<file path="src/rtl/brew_uart_pkg.sv">
// Shared definitions for the UART transmit path.
//   UART_DATA_W          byte width on request and TX lanes
//   DEFAULT_TIMEOUT_CYC  cycles a granted requester may sit with req_valid low before abort
//   arb_state_e          arbiter FSM encoding (ARB_IDLE, ARB_XFER)
package brew_uart_pkg;

  localparam int UART_DATA_W         = 8;
  localparam int DEFAULT_TIMEOUT_CYC = 1024;

  typedef enum logic {
    ARB_IDLE = 1'b0,
    ARB_XFER = 1'b1
  } arb_state_e;

endpackage

</file>
<file path="src/rtl/rr_pick.sv">
// Combinational round-robin picker.
//   req      request vector, one bit per requester
//   ptr      index of the most recent winner; scanning starts at ptr+1
//   winner   one-hot first requester found scanning ptr+1, ptr+2, ... (mod NUM_REQ)
//   any_req  at least one request bit set
module rr_pick #(
  parameter int NUM_REQ = 4,
  parameter int PTR_W   = $clog2(NUM_REQ)
) (
  input  logic [NUM_REQ-1:0] req,
  input  logic [PTR_W-1:0]   ptr,
  output logic [NUM_REQ-1:0] winner,
  output logic               any_req
);

  // One extra bit so ptr+off never overflows before the modulo fold.
  logic [PTR_W:0]   sum;
  logic [PTR_W-1:0] idx;
  logic             found;

  always_comb begin
    winner = '0;
    found  = 1'b0;
    sum    = '0;
    idx    = '0;
    for (int off = 1; off <= NUM_REQ; off++) begin
      sum = {1'b0, ptr} + (PTR_W+1)'(off);
      if (sum >= (PTR_W+1)'(NUM_REQ)) begin
        sum = sum - (PTR_W+1)'(NUM_REQ);
      end
      idx = sum[PTR_W-1:0];
      if (!found && req[idx]) begin
        winner[idx] = 1'b1;
        found       = 1'b1;
      end
    end
  end

  assign any_req = |req;

endmodule

</file>
<file path="src/rtl/uart_tx_arbiter.sv">
// Round-robin, per-message arbiter sharing one UART TX serializer among NUM_REQ producers.
//   clk, rst   system clock; synchronous active-high reset
//   req_valid  per-requester byte valid
//   req_data   flattened bytes, requester i at [i*DATA_W +: DATA_W]
//   req_last   byte is the final byte of its message
//   req_ready  byte accepted this cycle when paired with req_valid
//   tx_valid   byte offered to the UART TX
//   tx_data    byte to the UART TX (0 when idle)
//   tx_ready   UART TX can accept a byte
//   grant      one-hot current owner, 0 when idle
//   busy       message in progress (state is ARB_XFER)
//   abort      one-cycle pulse when the watchdog revokes a grant
//
// Handshake: a byte moves on every rising edge where valid and ready are both high on the
// same lane. Neither side may make valid depend on ready; the arbiter stores no data, so
// the granted requester's valid/data/last pass straight through to the TX lane and tx_ready
// passes straight back as that requester's req_ready.
module uart_tx_arbiter
  import brew_uart_pkg::*;
#(
  parameter int NUM_REQ     = 4,
  parameter int DATA_W      = UART_DATA_W,
  parameter int TIMEOUT_CYC = DEFAULT_TIMEOUT_CYC
) (
  input  logic                      clk,
  input  logic                      rst,
  input  logic [NUM_REQ-1:0]        req_valid,
  input  logic [NUM_REQ*DATA_W-1:0] req_data,
  input  logic [NUM_REQ-1:0]        req_last,
  output logic [NUM_REQ-1:0]        req_ready,
  output logic                      tx_valid,
  output logic [DATA_W-1:0]         tx_data,
  input  logic                      tx_ready,
  output logic [NUM_REQ-1:0]        grant,
  output logic                      busy,
  output logic                      abort
);

  localparam int                PTR_W    = $clog2(NUM_REQ);
  localparam int                CNT_W    = $clog2(TIMEOUT_CYC) + 1;
  localparam logic [CNT_W-1:0]  WD_LIMIT = CNT_W'(TIMEOUT_CYC - 1);
  localparam logic [PTR_W-1:0]  PTR_RST  = PTR_W'(NUM_REQ - 1);

  arb_state_e          state_q, state_d;
  logic [NUM_REQ-1:0]  grant_q, grant_d;
  logic [PTR_W-1:0]    ptr_q, ptr_d;
  logic [CNT_W-1:0]    wd_q, wd_d;
  logic                abort_q, abort_d;

  logic [NUM_REQ-1:0]  pick_onehot;
  logic                pick_any;
  logic [PTR_W-1:0]    pick_idx;
  logic                cur_valid;
  logic                cur_last;
  logic                fire;

  rr_pick #(
    .NUM_REQ (NUM_REQ),
    .PTR_W   (PTR_W)
  ) u_rr_pick (
    .req     (req_valid),
    .ptr     (ptr_q),
    .winner  (pick_onehot),
    .any_req (pick_any)
  );

  always_comb begin
    pick_idx = '0;
    for (int i = 0; i < NUM_REQ; i++) begin
      if (pick_onehot[i]) pick_idx = PTR_W'(i);
    end
  end

  // While in XFER the pointer always equals the granted index, so it doubles as the mux select.
  assign busy      = (state_q == ARB_XFER);
  assign grant     = grant_q;
  assign abort     = abort_q;
  assign cur_valid = req_valid[ptr_q];
  assign cur_last  = req_last[ptr_q];
  assign tx_valid  = busy & cur_valid;
  assign tx_data   = busy ? req_data[int'(ptr_q)*DATA_W +: DATA_W] : '0;
  assign fire      = tx_valid & tx_ready;

  always_comb begin
    req_ready = '0;
    for (int i = 0; i < NUM_REQ; i++) begin
      req_ready[i] = busy & tx_ready & (ptr_q == PTR_W'(i));
    end
  end

  always_comb begin
    state_d = state_q;
    grant_d = grant_q;
    ptr_d   = ptr_q;
    wd_d    = wd_q;
    abort_d = 1'b0;
    case (state_q)
      ARB_IDLE: begin
        wd_d = '0;
        if (pick_any) begin
          grant_d = pick_onehot;
          ptr_d   = pick_idx;
          state_d = ARB_XFER;
        end
      end
      ARB_XFER: begin
        if (fire && cur_last) begin
          grant_d = '0;
          wd_d    = '0;
          state_d = ARB_IDLE;
        end else if (cur_valid) begin
          // A valid byte waiting on tx_ready is backpressure, not a stall.
          wd_d = '0;
        end else if (wd_q == WD_LIMIT) begin
          // Pointer is left at the offender so it goes to the back of the rotation.
          abort_d = 1'b1;
          grant_d = '0;
          wd_d    = '0;
          state_d = ARB_IDLE;
        end else begin
          wd_d = wd_q + 1'b1;
        end
      end
      default: begin
        state_d = ARB_IDLE;
        grant_d = '0;
        wd_d    = '0;
      end
    endcase
  end

  always_ff @(posedge clk) begin
    if (rst) begin
      state_q <= ARB_IDLE;
      grant_q <= '0;
      ptr_q   <= PTR_RST;
      wd_q    <= '0;
      abort_q <= 1'b0;
    end else begin
      state_q <= state_d;
      grant_q <= grant_d;
      ptr_q   <= ptr_d;
      wd_q    <= wd_d;
      abort_q <= abort_d;
    end
  end

endmodule

</file>
<file path="config.mk">
export PLATFORM = sky130hd
export DESIGN_NAME = uart_tx_arbiter
export DESIGN_NICKNAME = d
export VERILOG_FILES = /design/src/rtl/brew_uart_pkg.sv /design/src/rtl/rr_pick.sv /design/src/rtl/uart_tx_arbiter.sv
export SDC_FILE = /design/constraint.sdc
export NUM_CORES = 1
export LEC_CHECK = 0
export ABC_AREA = 0
export CELL_PAD_IN_SITES_DETAIL_PLACEMENT = 1
export CELL_PAD_IN_SITES_GLOBAL_PLACEMENT = 2
export CORE_MARGIN = 2
export CORE_UTILIZATION = 26
export DETAILED_ROUTE_END_ITERATION = 12
export HOLD_SLACK_MARGIN = 0.12
export MAX_ROUTING_LAYER = met4
export PLACE_DENSITY_LB_ADDON = 0.1
export SLEW_MARGIN = 0
export SYNTH_ARGS = -nofsm -noshare
export SYNTH_HDL_FRONTEND = slang
export SYNTH_SLANG_ARGS = --single-unit
export TNS_END_PERCENT = 20
</file>
<file path="constraint.sdc">
create_clock -name clk -period 5.21 [get_ports clk]
set_clock_uncertainty 0.1 [all_clocks]
set_input_delay 1.042 -clock clk [delete_from_list [all_inputs] [get_ports clk]]
set_output_delay 1.042 -clock clk [all_outputs]
set_load 0.05 [all_outputs]
</file>
* Word-level counts from Yosys, hierarchy flattened *
Index checks and enable logic that the tools add are counted.

operators by class
  eq/ne operators = 7
  magnitude comparators = 13
  $add $sub $neg = 9
  shift-type cells = 1
  reduce and logical (&&, ||, !) cells = 16
  mux-type cells = 50
  bitwise gates (word level) = 11

operators by type and width
  cell                     number
  $mux W11                 3
  $mux W4                  8
  $shiftx A32 B6 Y8        1
  $pmux W11 S2             1
  $mux W1                  19
  $lt A2 B3 Y1 const B     5
  $bmux W1 S2              6
  $ge A3 B3 Y1 const B     4
  $mux W2                  6
  $or A4 B4 Y4             3
  $add A11 B1 Y11 const B  1
  $eq A11 B10 Y1 const B   1
  $demux W1 S2             4
  $ge A2 B1 Y1 const B     4
  $logic_and A1 B1 Y1      8
  $mux W8                  1
  $pmux W4 S2              1
  $reduce_or A4 Y1         2
  $sub A2 B1 Y2 const B    4
  $and A1 B1 Y1            7
  $add A2 B2 Y3 const B    2
  $eq A2 B2 Y1 const B     2
  $add A2 B1 Y3 const B    1
  $add A2 B3 Y3 const B    1
  10 further kinds         12

storage, ports and cells
  register bits = 19
  input bits = 43

* Logic depth before layout (Yosys ltp) *
Gate-level depths: netlist of the first run.

  depth after elaboration = 18
  mapped depth = 10
  depth with buffers taken out = 7

* Hierarchy *
A second synthesis of the first run with hierarchy kept.

unflattened totals
  cells, all modules = 145
  area total of the unflattened synthesis = 1495.2 µm²

modules (own cells, without submodules)
  module           seq. area each (µm²)  instances  area an instance (µm²)  cells each
  uart_tx_arbiter  380.4                 1          1129.8                  106
  rr_pick          0.0                   1          365.4                   39

* Worst setup path after synthesis of the first run *
OpenSTA, ideal clock, no wires.

  path type = input to output
  start point = in req_valid[3]
  end point = out tx_valid
  data arrival time = 1899 ps
  setup slack = 2169 ps
  cell stages on the path = 2
  required time = 4068 ps
  cell sequence = mux4_2 and2_1

on the way
  cells in the longest elaborated chain, start to end = 3

RTL lines
  element                        RTL line               RTL
  from (decl)                    uart_tx_arbiter.sv:27  input logic [NUM_REQ-1:0] req_valid,
  $bmux W1 S2                    uart_tx_arbiter.sv:78  assign cur_valid = req_valid[ptr_q];
  $mux W1 (not written as such)  uart_tx_arbiter.sv:78
  $and A1 B1 Y1                  uart_tx_arbiter.sv:80  assign tx_valid = busy & cur_valid;
  to (decl)                      uart_tx_arbiter.sv:31  output logic tx_valid,

Every way passes these cells. The select of a mux whose other input is x is not followed.

* Final worst setup path of the first run *
Ends and elaborated chain as after synthesis.

==> results.ini, run 1 <==
[logic_synthesis]
yosys.area.top_type = dfxtp_1
synth_edf_count = 0
syn-cell-area_sq_um = 1410
yosys.area_share.xor_xnor = 0.0499
yosys.area_share.simple = 0.228
synth_common_cells = dfxtp_1 (19), nor2_1 (15), mux4_2 (13), nand2_1 (12)
synth_top_family_by_area = simple AND/OR/NAND/NOR gates
ys_types = 36
avgSynthCellArea_sq_um = 9.83
synth_ff_type = dfxtp_1
synth_fa_ha_area_frac = 0.0801
ys_seq_area_frac = 0.271
synth.top_cell.area_share = 0.271
synthArstFlopShare = 0
synthTopCellsByArea = dfxtp_1 (27%), mux4_2 (21%), ha_1 (8.0%), and2_1 (4.0%), nor2_1 (4.0%)
synth_seq_cells = 19
syn_nets = 195
yosys.cell_count.top_type = dfxtp_1
syn_inst = 143
synthMuxAreaShare = 0.208
synth-compound-area-share = 0.117
yosys_warnings = 0

[setup_path]
cp-end-kind = primary output
worst_path_largest_cell_delay_ns = 0.71
critical_path.max_fanout = 6
worst_path_max_delay_cell = clkdlybuf4s50_1
path_class = input pin to primary output
arrival_ns = 3.01
rrSetupSlack_ns = 1.96
r2r-start = ptr_q[0]
start_kind = input pin
crit_path_frequent_cell = clkdlybuf4s50_1
crit_chain = clkdlybuf4s50_1, mux4_2, and2_1, clkdlybuf4s50_1
reg2reg_depth = 7
cp_data_required_time_ns = 4.07
r2r_end = grant[2]

[drt]
routed_wl_mm = 4.21
drt_iter0_drc = 14
drc_errors = 0
viasPerCell = 4.85
firstDrtPassIters = 4
avgRoutedWirePerCell_um = 15.5
num_vias = 1314
final_antenna_net_count = 0

[power]
power.switching_mw = 0.404
p_seq_frac = 0.264
swShare = 0.459
comb_power_share = 0.619
p_int_mw = 0.476
peakVddDrop_mv = 0.224
clkPwrFrac = 0.116
power_leakage_nw = 0.755
p_per_area_nw_per_um2 = 417

[sta]
slew_headroom = 0.273
slew_violations = 0
finalCritPeriodShare = 0.798
finalSetupViolCount = 0
final-hold-violation-count = 0
fmax_ghz = 0.241
rsz0062_at_grt = no
setup_tns_ns = 0
period_needed_ns = 4.16
tightest_slew_ns = 1.09
whs_ns = 0.362

[run_status]
outcome = complete, no violations

[grt]
grt_pass1_wl_mm = 7.05
use_met3 = 0.0465
track_usage = 0.148
use_met2 = 0.237
antenna_found_initial = 0
top_usage_layer = met2
grtUsageMet1 = 0.193
grt_max_degree = 20
grt_pass1_vias = 1366
overflow = 0

[die]
start_util = 0.272
num_rows = 26
io-pin-count = 62
core_region_area_sq_um = 5170
die_w_um = 77.5
fp.dieH_um = 77.5
die-area_sq_um = 6010

[cts]
insertion_delay_ns = 0.25
cts-buffers-inserted = 3
htreeDepth = 1
clockRootBuffer = clkbuf_8
post-cts-setup-buffer-count = 0
clk_pin_slew_ns = 0.07
cts_sinks = 19
cts_tree = yes
hold_buffers = 0
cts.path.max_buffers = 2
cts_resized = 0

[hold_path]
hold_class = register to register
hold_path_depth = 1
worst_hold_path.endpoint = wd_q[0]
min_from = wd_q[0]

[run]
drv_cap = 0

[place]
io_buffers = 61
gp_congestion = 0.702
hpwl_mm = 3.41
dpl_cell_area_sq_um = 2060

[cells_and_area]
nets = 254
postLayoutCellArea_sq_um = 2110
areaGrowthSynthToFinish_pct = 50.1
antenna_cells = 0
drive_gt1_frac = 0.104

## metal layers
metal | up-vias | wire length, um
met2 | 58 | 1870
met5 | - | 0
met4 | 0 | 0
met1 | 617 | 2000
li1 | 639 | -
met3 | 0 | 341
## registers in the layout, summed over array words and instances, names as in the netlist
| name | cells |
|---|---|
| wd_q | 11 |
| busy | 1 |
| grant | 4 |
| abort | 1 |
| ptr_q | 2 |
## critical path, delay by kind of cell
family | cells | cell delay, ns
and+or+nand+nor | 1 | 0.20
buffers and inverters | 2 | 1.19
muxes | 1 | 0.57
## stage by stage
| stage | total power [mW] | setup slack, ns | instances | utilization |
|---|---|---|---|---|
| 5_1_grt | 0.943 | 0.979 | 271 | 0.408 |
| 3_5_place_dp | 0.786 | 1.07 | 267 | 0.398 |
| 3_3_place_gp | 0.777 | 1.10 | 267 | 0.398 |
| 2_1_floorplan | 0.639 | 2.17 | 143 | - |
| 6_report | 0.879 | 1.05 | 271 | 0.408 |
| 4_1_cts | 0.895 | 1.06 | 271 | 0.408 |
## layout by cell type, fill, tap and decap left out, drive strengths merged, types with 5 or more instances in the layout
cell           netlist  layout
ha                   9       9
inv                  6       6
nand2               12      12
mux4                13      13
and3                 5       5
dfxtp               19      19
a21oi                5       5
xnor2                6       6
clkdlybuf4s50        0      61
and2                10      10
nor3                 6       6
nor2                15      15
## power by group through the flow
stage | clock network (mW) | registers, mW | logic [mW]
final | 0.102 | 0.232 | 0.545
after global routing | 0.117 | 0.244 | 0.582
after CTS | 0.109 | 0.238 | 0.548
after detailed placement | 0 | 0.240 | 0.546
after global placement | 0 | 0.238 | 0.539
after floorplan | 0 | 0.229 | 0.410
## worst max-delay path by stage
stage	slack, ns	from	endpoint
finish	1.05	req_valid[3]	tx_valid
global route	0.98	req_valid[0]	tx_valid
CTS	1.06	req_valid[3]	tx_valid
detailed placement	1.07	req_valid[3]	tx_valid
global placement	1.10	req_valid[3]	tx_valid
floorplan	2.17	req_valid[3]	tx_valid
## area by class of cell
| class | count | area (sq um) |
|---|---|---|
| Clock inverter | 1 | 7.51 |
| Sequential cell | 19 | 380 |
| Clock buffer | 3 | 41.3 |
| Timing Repair Buffer | 61 | 611 |
| Inverter | 6 | 22.5 |
| Multi-Input combinational cell | 111 | 960 |
| Tap cell | 70 | 87.6 |
| Fill cell | 588 | 3060 |
## kinds of logic after synthesis
| kind of cell | count (synthesis) |
|---|---|
| adders and majority gates | 9 |
| and+or+nand+nor | 60 |
| xor gates and xnor gates | 8 |
| buffers and inverters | 13 |
| muxes | 13 |
| DFF | 19 |
| AOI/OAI and AO/OA | 21 |
Note: power is estimated with default switching activity, not from simulation.
==> run 2: changes to the inputs <==
- CORE_UTILIZATION: 26 -> 24
- clock period: 5.21 -> 4.3 ns (I/O delays scaled with it)
==> results.ini, run 2 (same netlist as run 1, synthesis figures left out) <==
[cts]
insertion_delay_ns = 0.25  ; about the same
clockRootBuffer = clkbuf_8  ; unchanged
cts-buffers-inserted = 3  ; unchanged
hold_buffers = 0  ; unchanged
post-cts-setup-buffer-count = 0  ; unchanged
htreeDepth = 1  ; unchanged
cts_sinks = 19  ; unchanged
clk_pin_slew_ns = 0.07  ; about the same
cts.path.max_buffers = 2  ; unchanged
cts_tree = yes  ; unchanged
cts_resized = 0  ; unchanged

[drt]
avgRoutedWirePerCell_um = 15.3  ; was 15.5 um
num_vias = 1342  ; was 1,314
viasPerCell = 4.88  ; was 4.85
drt_iter0_drc = 37  ; was 14
firstDrtPassIters = 4  ; unchanged
final_antenna_net_count = 0  ; unchanged
drc_errors = 0  ; unchanged
routed_wl_mm = 4.21  ; about the same

[place]
gp_congestion = 0.837  ; was 0.702
io_buffers = 61  ; unchanged
post-place-ws_ns = 0.496  ; was 1.07 ns
hpwl_mm = 3.33  ; was 3.41 mm
dp.cells = 271  ; was 267

[die]
core_region_area_sq_um = 5570  ; was 5170 sq um
die_w_um = 80.5  ; was 77.5 um
start_util = 0.252  ; was 0.272
num_rows = 27  ; was 26
fp.dieH_um = 80.5  ; was 77.5 um
die-area_sq_um = 6480  ; was 6010 sq um
io-pin-count = 62  ; unchanged

[setup_path]
critical_path.max_fanout = 6  ; unchanged
rrSetupSlack_ns = 1.20  ; was 1.96 ns
cp-end-kind = primary output  ; unchanged
crit_start = req_valid[1]  ; was req_valid[3]
start_kind = input pin  ; unchanged
r2r_end = ptr_q[0]  ; was grant[2]
r2r-start = ptr_q[0]  ; unchanged
cp_data_required_time_ns = 3.34  ; was 4.07 ns
reg2reg_depth = 8  ; was 7
path_class = input pin to primary output  ; unchanged
arrival_ns = 2.85  ; was 3.01 ns

[grt]
overflow = 0  ; unchanged
grt_pass1_vias = 1347  ; was 1,366
grt_max_degree = 20  ; unchanged
antenna_found_initial = 0  ; unchanged
track_usage = 0.132  ; was 0.148
grt_pass1_wl_mm = 6.72  ; was 7.05 mm

[sta]
period_needed_ns = 3.81
setup_tns_ns = 0  ; unchanged
final-hold-violation-count = 0  ; unchanged
fmax_ghz = 0.262
rsz0062_at_grt = no  ; unchanged
tightest_slew_ns = 0.827  ; was 1.09 ns
finalSetupViolCount = 0  ; unchanged
fin_ws_ns = 0.486  ; was 1.05 ns
finalCritPeriodShare = 0.887
slew_headroom = 0.448  ; was 0.273
slew_violations = 0  ; unchanged

[cells_and_area]
multi_input_area_sq_um = 960  ; unchanged
n_fill_cell = 649  ; was 588
top_register = wd_q  ; unchanged
most-common-layout-cells = clkdlybuf4s50_1 (61), dfxtp_1 (19), nor2_1 (15)  ; unchanged
drive_gt1_frac = 0.108  ; was 0.104
regArea_sq_um = 380  ; unchanged
layout_commonest_cell = clkdlybuf4s50_1  ; unchanged
nets = 256  ; was 254
finalNonFillerCells = 275  ; was 271
areaGrowthSynthToFinish_pct = 51.1  ; was 50.1%
antenna_cells = 0  ; unchanged
largest_reg_flops = 11  ; unchanged

[power]
power_leakage_nw = 0.765  ; was 0.755 nW
p_per_area_nw_per_um2 = 508  ; was 417 nW/um^2
peakVddDrop_mv = 0.283  ; was 0.224 mV

[hold_path]
min_from = grant[2]  ; was wd_q[0]
worst_hold_path.endpoint = grant[2]  ; was wd_q[0]
hold_class = register to register  ; unchanged
hold_path_depth = 1  ; unchanged

[run_status]
outcome = complete, no violations  ; unchanged

[run]
drv_cap = 0  ; unchanged

run 2: cell count changes in the layout (fill, tap and decap cells not counted):
| cell | before | now |
|---|---|---|
| buf_4 | 0 | 2 |
| clkbuf_1 | 0 | 1 |
| clkinvlp_4 | 1 | 0 |
run 2: worst max-delay path by stage:
stage / endpoint / slack (ns) / cells past startpoint
final: tx_valid / 0.49 / 4
after global routing: tx_valid / 0.43 / 4
after CTS: tx_valid / 0.49 / 4
after detailed placement: tx_valid / 0.50 / 4
after global placement: tx_valid / 0.55 / 4
after floorplan: tx_valid / 1.62 / 2
run 2: through the flow:
stage                     hold WS (ns)   util  power, mW  area [sq um]
after floorplan                  0.330      -      0.775          1410
after global placement           0.343  0.373      0.956          2080
after detailed placement         0.344  0.373      0.963          2080
after CTS                        0.366  0.381       1.09          2120
after global routing             0.377  0.381       1.16          2120
final                            0.359  0.381       1.08          2120
run 2: area by class of cell:
cell class	instances	area share
multi-input combinational	111	0.452
timing repair buffer	63	0.295
sequential	19	0.179
tap	72	0.0424
clock buffer	4	0.0212
inverter	6	0.0106
run 2: per-layer routing:
layer	global-route usage	vias to the layer above	part of all wire
met4	0.0237	0	0
met5	-	-	0
met1	0.175	643	0.47
met3	0.0360	0	0.11
met2	0.206	58	0.42
li1	-	641	-
run 2: critical path: stages:
cell and delay, ns:
clkdlybuf4s50_1 0.49, mux4_2 0.58, and2_1 0.21, clkdlybuf4s50_1 0.71
run 2: report_power, final:
group | switching, mW | internal, mW | leakage, nW
combinational | 0.376 | 0.320 | 0.588
sequential | 0.0604 | 0.201 | 0.155
clock | 0.0559 | 0.0657 | 0.0228
total | 0.492 | 0.587 | 0.765
